==> config.mk <==
export PLATFORM = sky130hd
export DESIGN_NAME = sram_like_bridge
export DESIGN_NICKNAME = d
export VERILOG_FILES = /design/src/rtl/sram_like_pkg.sv /design/src/rtl/sync_fifo.sv /design/src/rtl/sram_like_bridge.sv
export SDC_FILE = /design/constraint.sdc
export NUM_CORES = 1
export LEC_CHECK = 0
export CORE_MARGIN = 3
export CORE_UTILIZATION = 42
export DETAILED_ROUTE_END_ITERATION = 10
export GPL_ROUTABILITY_DRIVEN = 0
export GPL_TIMING_DRIVEN = 0
export PLACE_DENSITY = 0.75
export REMOVE_ABC_BUFFERS = 1
export SYNTH_ARGS = -nofsm -noshare
export SYNTH_HDL_FRONTEND = slang
export SYNTH_SLANG_ARGS = --single-unit
==> constraint.sdc <==
create_clock -name clock -period 2.14 [get_ports clock]
set_input_delay 0.428 -clock clock [delete_from_list [all_inputs] [get_ports clock]]
set_output_delay 0.428 -clock clock [all_outputs]
set_load 0.02 [all_outputs]
==> src/rtl/sram_like_pkg.sv <==
// Shared constants for the SRAM-like bridge: transfer size encodings and the
// set of supported in-flight depths.
package sram_like_pkg;

    localparam logic [1:0] SZ_B = 2'd0;
    localparam logic [1:0] SZ_H = 2'd1;
    localparam logic [1:0] SZ_W = 2'd2;
    localparam logic [1:0] SZ_D = 2'd3;

    // Bit d set means DEPTH = d is supported (1, 2, 4, 8).
    localparam logic [8:0] LEGAL_DEPTH_MASK = 9'h116;

    function automatic bit depth_is_legal(input int d);
        if (d < 1 || d > 8) return 1'b0;
        return LEGAL_DEPTH_MASK[d];
    endfunction

    function automatic bit data_w_is_legal(input int w);
        return (w == 32) || (w == 64);
    endfunction

endpackage

==> src/rtl/sync_fifo.sv <==
// Single-clock FIFO with occupancy count; the head entry is read straight from
// the storage flops so it is valid the cycle after it is written.
module sync_fifo #(
    parameter int WIDTH = 8,
    parameter int DEPTH = 4,
    localparam int CW = $clog2(DEPTH + 1)
) (
    input  logic             clock,
    input  logic             reset,
    input  logic             push,
    input  logic             pop,
    input  logic [WIDTH-1:0] din,
    output logic [WIDTH-1:0] dout,
    output logic [CW-1:0]    count
);

    localparam int AW = (DEPTH > 1) ? $clog2(DEPTH) : 1;
    localparam logic [AW-1:0] LAST_PTR = AW'(DEPTH - 1);
    localparam logic [CW-1:0] FULL_CNT = CW'(DEPTH);

    logic [WIDTH-1:0] mem [DEPTH];
    logic [AW-1:0]    wr_ptr;
    logic [AW-1:0]    rd_ptr;
    logic             do_push;
    logic             do_pop;

    function automatic logic [AW-1:0] next_ptr(input logic [AW-1:0] p);
        return (p == LAST_PTR) ? '0 : p + 1'b1;
    endfunction

    assign do_pop  = pop && (count != '0);
    assign do_push = push && ((count != FULL_CNT) || do_pop);

    // NOTE: sequential state uses non-blocking assignments so every flop samples
    // pre-edge values regardless of statement order.
    always_ff @(posedge clock or posedge reset) begin
        if (reset) begin
            wr_ptr <= '0;
            rd_ptr <= '0;
            count  <= '0;
        end else begin
            if (do_push) wr_ptr <= next_ptr(wr_ptr);
            if (do_pop)  rd_ptr <= next_ptr(rd_ptr);
            count <= count + CW'(do_push) - CW'(do_pop);
        end
    end

    // NOTE: storage is deliberately not reset; the count alone decides what is
    // valid, and leaving the array out of reset lets it map onto plain RAM cells.
    always_ff @(posedge clock) begin
        if (do_push) mem[wr_ptr] <= din;
    end

    assign dout = mem[rd_ptr];

endmodule

==> src/rtl/sram_like_bridge.sv <==
// Bridge from a valid/ready CPU port to a like-SRAM master port, with a credit
// scheme that guarantees every accepted request has a response slot reserved.
module sram_like_bridge
    import sram_like_pkg::*;
#(
    parameter int DATA_W = 32,
    parameter int ADDR_W = 32,
    parameter int DEPTH  = 4
) (
    input  logic                clock,
    input  logic                reset,
    input  logic                io_cpu_req_valid,
    output logic                io_cpu_req_ready,
    input  logic                io_cpu_req_we,
    input  logic [1:0]          io_cpu_req_size,
    input  logic [ADDR_W-1:0]   io_cpu_req_addr,
    input  logic [DATA_W/8-1:0] io_cpu_req_wstrb,
    input  logic [DATA_W-1:0]   io_cpu_req_wdata,
    output logic                io_cpu_resp_valid,
    input  logic                io_cpu_resp_ready,
    output logic                io_cpu_resp_we,
    output logic [DATA_W-1:0]   io_cpu_resp_rdata,
    output logic                io_mem_req,
    output logic                io_mem_wr,
    output logic [1:0]          io_mem_size,
    output logic [ADDR_W-1:0]   io_mem_addr,
    output logic [DATA_W/8-1:0] io_mem_wstrb,
    output logic [DATA_W-1:0]   io_mem_wdata,
    input  logic                io_mem_addr_ok,
    input  logic                io_mem_data_ok,
    input  logic [DATA_W-1:0]   io_mem_rdata,
    output logic                io_err
);

    localparam int CW = $clog2(DEPTH + 1);

    if (!depth_is_legal(DEPTH)) begin : g_bad_depth
        $fatal(1, "sram_like_bridge: DEPTH must be 1, 2, 4 or 8");
    end
    if (!data_w_is_legal(DATA_W)) begin : g_bad_data_w
        $fatal(1, "sram_like_bridge: DATA_W must be 32 or 64");
    end

    logic [CW-1:0]   issued;
    logic [CW-1:0]   fifo_cnt;
    logic [CW:0]     credits;
    logic            has_credit;
    logic            accept;
    logic            retire;
    logic            spurious;
    logic            resp_pop;
    logic            tag_we;
    logic [DATA_W-1:0] resp_rdata;
    logic [DATA_W:0]   resp_din;
    logic [DATA_W:0]   resp_head;

    // A slot is held from acceptance until the CPU takes the response, so the
    // response FIFO can never overflow and memory returns are never stalled.
    assign credits    = {1'b0, issued} + {1'b0, fifo_cnt};
    assign has_credit = credits < (CW + 1)'(DEPTH);

    assign io_mem_req       = io_cpu_req_valid && has_credit;
    assign io_cpu_req_ready = io_mem_addr_ok && has_credit;
    assign io_mem_wr        = io_cpu_req_we;
    assign io_mem_size      = io_cpu_req_size;
    assign io_mem_addr      = io_cpu_req_addr;
    assign io_mem_wstrb     = io_cpu_req_wstrb;
    assign io_mem_wdata     = io_cpu_req_wdata;

    assign accept   = io_mem_req && io_mem_addr_ok;
    assign retire   = io_mem_data_ok && (issued != '0);
    assign spurious = io_mem_data_ok && (issued == '0);
    assign resp_pop = io_cpu_resp_valid && io_cpu_resp_ready;

    // The tag queue occupancy is exactly the count of outstanding requests.
    sync_fifo #(
        .WIDTH (1),
        .DEPTH (DEPTH)
    ) u_tag_q (
        .clock (clock),
        .reset (reset),
        .push  (accept),
        .pop   (retire),
        .din   (io_cpu_req_we),
        .dout  (tag_we),
        .count (issued)
    );

    assign resp_rdata = tag_we ? '0 : io_mem_rdata;
    assign resp_din   = {tag_we, resp_rdata};

    sync_fifo #(
        .WIDTH (DATA_W + 1),
        .DEPTH (DEPTH)
    ) u_resp_q (
        .clock (clock),
        .reset (reset),
        .push  (retire),
        .pop   (resp_pop),
        .din   (resp_din),
        .dout  (resp_head),
        .count (fifo_cnt)
    );

    assign io_cpu_resp_valid = (fifo_cnt != '0);
    assign io_cpu_resp_we    = resp_head[DATA_W];
    assign io_cpu_resp_rdata = resp_head[DATA_W-1:0];

    // A return with nothing outstanding is dropped and latched until reset.
    always_ff @(posedge clock or posedge reset) begin
        if (reset) begin
            io_err <= 1'b0;
        end else if (spurious) begin
            io_err <= 1'b1;
        end
    end

endmodule

## After elaboration in Yosys (flattened, before gate mapping)

Memory sizes are Yosys's and may differ from the RTL's.
Cells that the tools add are included.

- Flip-flop bits (word level): 15
- Bits in writable memories: 136
- Bits of input ports: 109
- Logic and storage cells: 49
- Memories: 2

Memory list:

| memory | depth | bits a word | read ports | clocked after memory_dff | wr ports | line | source |
|---|---|---|---|---|---|---|---|
| u_resp_q.mem | 4 | 33 | 1 | 0 | 1 | sync_fifo.sv:21 | `logic [WIDTH-1:0] mem [DEPTH];` |
| u_tag_q.mem | 4 | 1 | 1 | 0 | 1 | sync_fifo.sv:21 |  |

- $add $sub $neg: 9
- Order comparisons: 1
- Equal/unequal tests: 6
- Muxes and demuxes: 9
- Reduce and logical (&&, ||, !) cells: 15

Operators by type and width:

| cell | number |
|---|---|
| $mux 32 | 1 |
| $logic_and 1x1->1 | 10 |
| $add 2x1->2 const B | 4 |
| $eq 2x2->1 const B | 4 |
| $mux 2 | 4 |
| $add 3x1->3 | 2 |
| $ne 3x3->1 const B | 2 |
| $reduce_bool 3->1 | 2 |
| $sub 3x1->3 | 2 |
| $add 3x3->4 | 1 |
| $lt 4x3->1 const B | 1 |
| $mux 1 | 4 |
| $logic_not 3->1 | 1 |
| $logic_or 1x1->1 | 2 |

## Depth between registers and ports, before layout

- Depth in word-level cells: 7
- Depth in mapped cells: 9
- Depth with buffers taken out: 9

## Hierarchy

Synthesis repeated with hierarchy kept, for this count alone.

- Cell total of the unflattened synthesis: 374
- Area total of the unflattened synthesis: 6652.6 µm²

By module, submodules not included:

| module | instances | cells an instance | area an instance (µm²) | seq. area each (µm²) |
|---|---|---|---|---|
| sync_fifo (u_resp_q) | 1 | 211 | 5202.5 | 4139.0 |
| sram_like_bridge | 1 | 120 | 872.1 | 25.0 |
| sync_fifo (u_tag_q) | 1 | 43 | 578.1 | 295.3 |

## Worst setup path before layout

No wires, ideal clock.

- Path kind: register to register
- From: register u_tag_q.count[2]
- To: register u_tag_q.count[1]
- Arrival time: 2.182 ns
- Required time: 2.005 ns
- Setup slack: -0.177 ns
- Cell stages (with the launch flop): 6
- Period minus slack after synthesis: 2.317 ns
- Cells stage by stage: dfrtp_1 -> ha_1 -> or4b_4 -> nor4b_4 -> ha_1 -> fa_1

- Word-level cells in the longest chain between the ends: 7

Ends and longest elaborated chain:

| item | line | source |
|---|---|---|
| start, declared | sync_fifo.sv:14 | `output logic [CW-1:0] count` |
| start signal, assigned | sync_fifo.sv:44 | `count <= count + CW'(do_push) - CW'(do_pop);` |
| $add 3x3->4 or $reduce_bool 3->1 (tied branches) | sram_like_bridge.sv:59, sync_fifo.sv:31, sram_like_bridge.sv:71 |  |
| $lt 4x3->1 or $logic_and 1x1->1 (tied branches) | sram_like_bridge.sv:60, sram_like_bridge.sv:71 |  |
| $logic_and 1x1->1, on equally long branches | sram_like_bridge.sv:62, sync_fifo.sv:31 |  |
| $logic_and 1x1->1 or $logic_or 1x1->1 (tied branches) | sram_like_bridge.sv:70, sync_fifo.sv:32 |  |
| $logic_and 1x1->1 * | sync_fifo.sv:32 | `assign do_push = push && ((count != FULL_CNT) \|\| do_pop);` |
| net u_tag_q.do_push | sync_fifo.sv:24 | `logic do_push;` |
| $add 3x1->3 * | sync_fifo.sv:44 |  |
| $sub 3x1->3 * | sync_fifo.sv:44 |  |

The timed path passes the listed nets; every way through them passes the cells marked *.
A chain may end at the register's enable or synchronous reset.

## Worst setup path in the final report

- From: register u_resp_q.count[2]
- To: register u_tag_q.count[1]

- Word-level cells in the longest chain between the ends: 7

Ends and longest elaborated chain:

| item | line | source |
|---|---|---|
| start, declared | sync_fifo.sv:14 |  |
| start signal, assigned | sync_fifo.sv:44 |  |
| $add 3x3->4 | sram_like_bridge.sv:59 | `assign credits = {1'b0, issued} + {1'b0, fifo_cnt};` |
| $lt 4x3->1 | sram_like_bridge.sv:60 | `assign has_credit = credits < (CW + 1)'(DEPTH);` |
| $logic_and 1x1->1 | sram_like_bridge.sv:62 | `assign io_mem_req = io_cpu_req_valid && has_credit;` |
| $logic_and 1x1->1 | sram_like_bridge.sv:70 | `assign accept = io_mem_req && io_mem_addr_ok;` |
| $logic_and 1x1->1 | sync_fifo.sv:32 |  |
| net u_tag_q.do_push | sync_fifo.sv:24 |  |
| $add 3x1->3 | sync_fifo.sv:44 |  |
| $sub 3x1->3 | sync_fifo.sv:44 |  |

The timed path passes the listed nets, and every way through them passes these cells.

==> flow_metrics.env <==
export IMPL_power_combinational_fraction=0.422
export IMPL_post_synthesis_average_cell_area_um2=17.8
export IMPL_p_int_mw=8.84
export IMPL_timing_final_hold_violations=0
export IMPL_numCtsBuffers=17
export IMPL_worst_slew_margin_relative_to_its_limit=0.431
export IMPL_status="finished with violations"
export IMPL_global_route_overflow_total=0
export IMPL_finished_layout_cells=641
export IMPL_number_of_inserted_diodes=0
export IMPL_core_um2=15300
export IMPL_fin_hold_ws_ns=0.372
export IMPL_cts_sinks=151
export IMPL_ant_nets=0
export IMPL_placedInstanceArea_um2=7150
export IMPL_end_kind="flip-flop"
export IMPL_preCtsSetupSlack_ns=-0.458
export IMPL_clk_insertion_delay_late_ns=0.42
export IMPL_fmax_mhz=433
export IMPL_tightestPinTransition_ns=0.853
export IMPL_cp_startpoint="u_resp_q.count[2]"
export IMPL_synthDistinctLibCells=27
export IMPL_timing_max_transition_violations_final=0
export IMPL_min_delay_path_class="in -> async"
export IMPL_yosysWarnings=0
export IMPL_max_cap_violations=0
export IMPL_pwr_share_seq=0.360
export IMPL_power_per_cell_area_nw_per_um2=1570
export IMPL_placementRows=45
export IMPL_floorplan_die_area_um2=17300
export IMPL_setup_total_negative_slack_ns=-3.92
export IMPL_drt_iter0_drc=155
export IMPL_synth_largest_type_area_fraction=0.619
export IMPL_numPlacedInstances=580
export IMPL_leak_pwr_nw=2.96
export IMPL_ir_worst_vdd_mv=0.843
export IMPL_final_nets=544
export IMPL_layout_min_cycle_time_ns=2.31
export IMPL_synth_seq_area_share=0.676
export IMPL_routed_wl_um=17200
export IMPL_synthDominantAreaCellType="sky130_fd_sc_hd__edfxtp_1"
export IMPL_cts_hold_repair_buffers=0
export IMPL_p_sw_frac=0.316
export IMPL_initial_core_util=0.431
export IMPL_setup_slack_ns=-0.168
export IMPL_worst_clock_skew_ns=0.00956
export IMPL_drt_pass1_iter_count=4
export IMPL_tritoncts="built"
export IMPL_wire_length_of_the_first_global_routing_pass_um=25200
export IMPL_synthTopCellsByArea="sky130_fd_sc_hd__edfxtp_1 (62%), sky130_fd_sc_hd__mux4_2 (12%), sky130_fd_sc_hd__buf_4 (8.1%), sky130_fd_sc_hd__dfrtp_1 (5.7%), sky130_fd_sc_hd__ha_1 (3.0%)"
export IMPL_area_growth_synth_to_final_pct=24.8
export IMPL_layout_drive_gt1_share=0.372
export IMPL_fp_dieH_um=131
export IMPL_power_share_clock=0.219
export IMPL_flop_and_latch_count_out_of_synthesis=151
export IMPL_clk_path_buf_depth=2
export IMPL_final_period_utilization=1.08
export IMPL_globalRouteTotalUtil=0.206
export IMPL_report_final_setup_viol=38
export IMPL_r2r_start="u_resp_q.count[2]"
export IMPL_grt_max_degree=37
export IMPL_layout_cells_most_common="sky130_fd_sc_hd__edfxtp_1"
export IMPL_syn_area_um2=6600
export IMPL_post_dp_hpwl_um=11200
export IMPL_worst_path_max_fanout=3
export IMPL_finalPower_mw=12.9
export IMPL_antenna_found_initial=1
export IMPL_syn_inst=370
export IMPL_cts_root_buffer="sky130_fd_sc_hd__clkbuf_16"
export IMPL_io_buffers=76
export IMPL_unrepaired_setup_endpoints_after_global_routing="true"
export IMPL_violations_in_the_final_reports="setup timing"
export IMPL_critical_path_class="reg -> reg"
export IMPL_final_cell_mix="sky130_fd_sc_hd__edfxtp_1 (136), sky130_fd_sc_hd__buf_6 (42), sky130_fd_sc_hd__clkdlybuf4s50_1 (40), sky130_fd_sc_hd__mux4_2 (34), sky130_fd_sc_hd__nor2b_1 (32)"
export IMPL_cp_data_arrival_time_ns=2.60
export IMPL_grt_pass1_vias=3571
export IMPL_io_pin_count=217
export IMPL_startpoint_type="flip-flop"
export IMPL_routed_via_density=5.17
export IMPL_routed_wire_length_per_instance_um=26.9
export IMPL_fin_util=0.538
export IMPL_design_area_um2=8230
export IMPL_route_detailed_drc=0
export IMPL_floorplan_die_width_um=131
export IMPL_htree_levels=4
export IMPL_routed_via_count=3314
export IMPL_cts_reportedPaths_clkPinSlew_ns=0.06
export IMPL_cp_data_required_time_ns=2.43
export IMPL_p_sw_mw=4.07
==> final timing paths <==
| check | end | slack, ns | depth (start not counted) |
|---|---|---|---|
| min reg2reg | io_err | 0.47 | 1 |
| max in group asynchronous | u_resp_q.rd_ptr[1] | 1.31 | 2 |
| min | io_err | 0.37 | 2 |
| max | u_tag_q.count[1] | -0.17 | 5 |
| max reg2reg | u_tag_q.count[1] | -0.17 | 5 |
| min in group clock | io_err | 0.47 | 1 |
==> state kept, by name, indices dropped and copies added, names as in the netlist <==
name and count:
u_tag_q.mem 4, u_resp_q.wr_ptr 2, u_tag_q.count 3, io_err 1, u_resp_q.count 3, u_tag_q.rd_ptr 2, u_tag_q.wr_ptr 2, u_resp_q.mem 132
u_resp_q.rd_ptr 2
==> cells in the mapped netlist, drive strengths merged <==
library cell and count:
edfxtp 136, buf 76, mux4 34, nor2b 32, ha 16, dfrtp 15
inv 15, and2 8, mux2 7, clkbuf 6, nor2 5, nor4b 3
xnor2 3, a21o 2, fa 2, nor3 2, and3 1, nand2 1
nand2b 1, nor4 1, o31ai 1, or3 1, or4b 1, xor2 1
==> power by group through the flow <==
| stage | registers, mW | clock network, mW | logic, mW |
|---|---|---|---|
| after floorplan | 4.72 | 0 | 2.43 |
| after global placement | 4.88 | 0 | 3.86 |
| after detailed placement | 4.78 | 0 | 4.24 |
| after CTS | 4.64 | 2.87 | 5.12 |
| after global routing | 4.72 | 3.00 | 5.83 |
| final | 4.64 | 2.82 | 5.44 |
==> cells by family (layout without fill, tap and decap cells) <==
family / count (synthesis) / after routing / synth area share
flip-flops: 151 / 151 / 0.676
adder cells (fa/ha/maj): 18 / 18 / 0.0364
buffers and inverters: 97 / 157 / 0.0963
XOR/XNOR: 4 / 4 / 0.00531
AND/OR/NAND/NOR: 56 / 56 / 0.0550
AO/OA/AOI/OAI: 3 / 3 / 0.00341
multiplexers: 41 / 41 / 0.128
==> final cells by class <==
type | count | area [µm²]
fill | 1197 | 7080
clock inverter | 6 | 33.8
timing repair buffer | 110 | 1270
tap | 211 | 264
inverter | 15 | 56.3
clock buffer | 26 | 542
sequential | 151 | 4470
multi-input combinational | 122 | 1600
==> worst max-delay path: stages, from the launching register on <==
cell                      delay, ns
sky130_fd_sc_hd__dfrtp_1       0.42
sky130_fd_sc_hd__ha_4          0.26
sky130_fd_sc_hd__or4b_4        0.55
sky130_fd_sc_hd__nor4b_4       0.29
sky130_fd_sc_hd__ha_2          0.23
sky130_fd_sc_hd__fa_1          0.42
==> per-layer routing <==
metal | GRT usage | part of all wire | up-vias
li1 | - | - | 1405
met1 | 0.248 | 0.40 | 1659
met2 | 0.263 | 0.41 | 213
met3 | 0.173 | 0.17 | 29
met4 | 0.0583 | 0.015 | 8
met5 | 0.132 | 0.014 | -
==> what timing repair did <==
action	in CTS	in global routing
pin swaps	6	6
setup buffers	17	10
cloned	3	0
gates resized for setup	214	33
endpoints found under the setup margin	150	44
(Power assumes the default switching activity.)
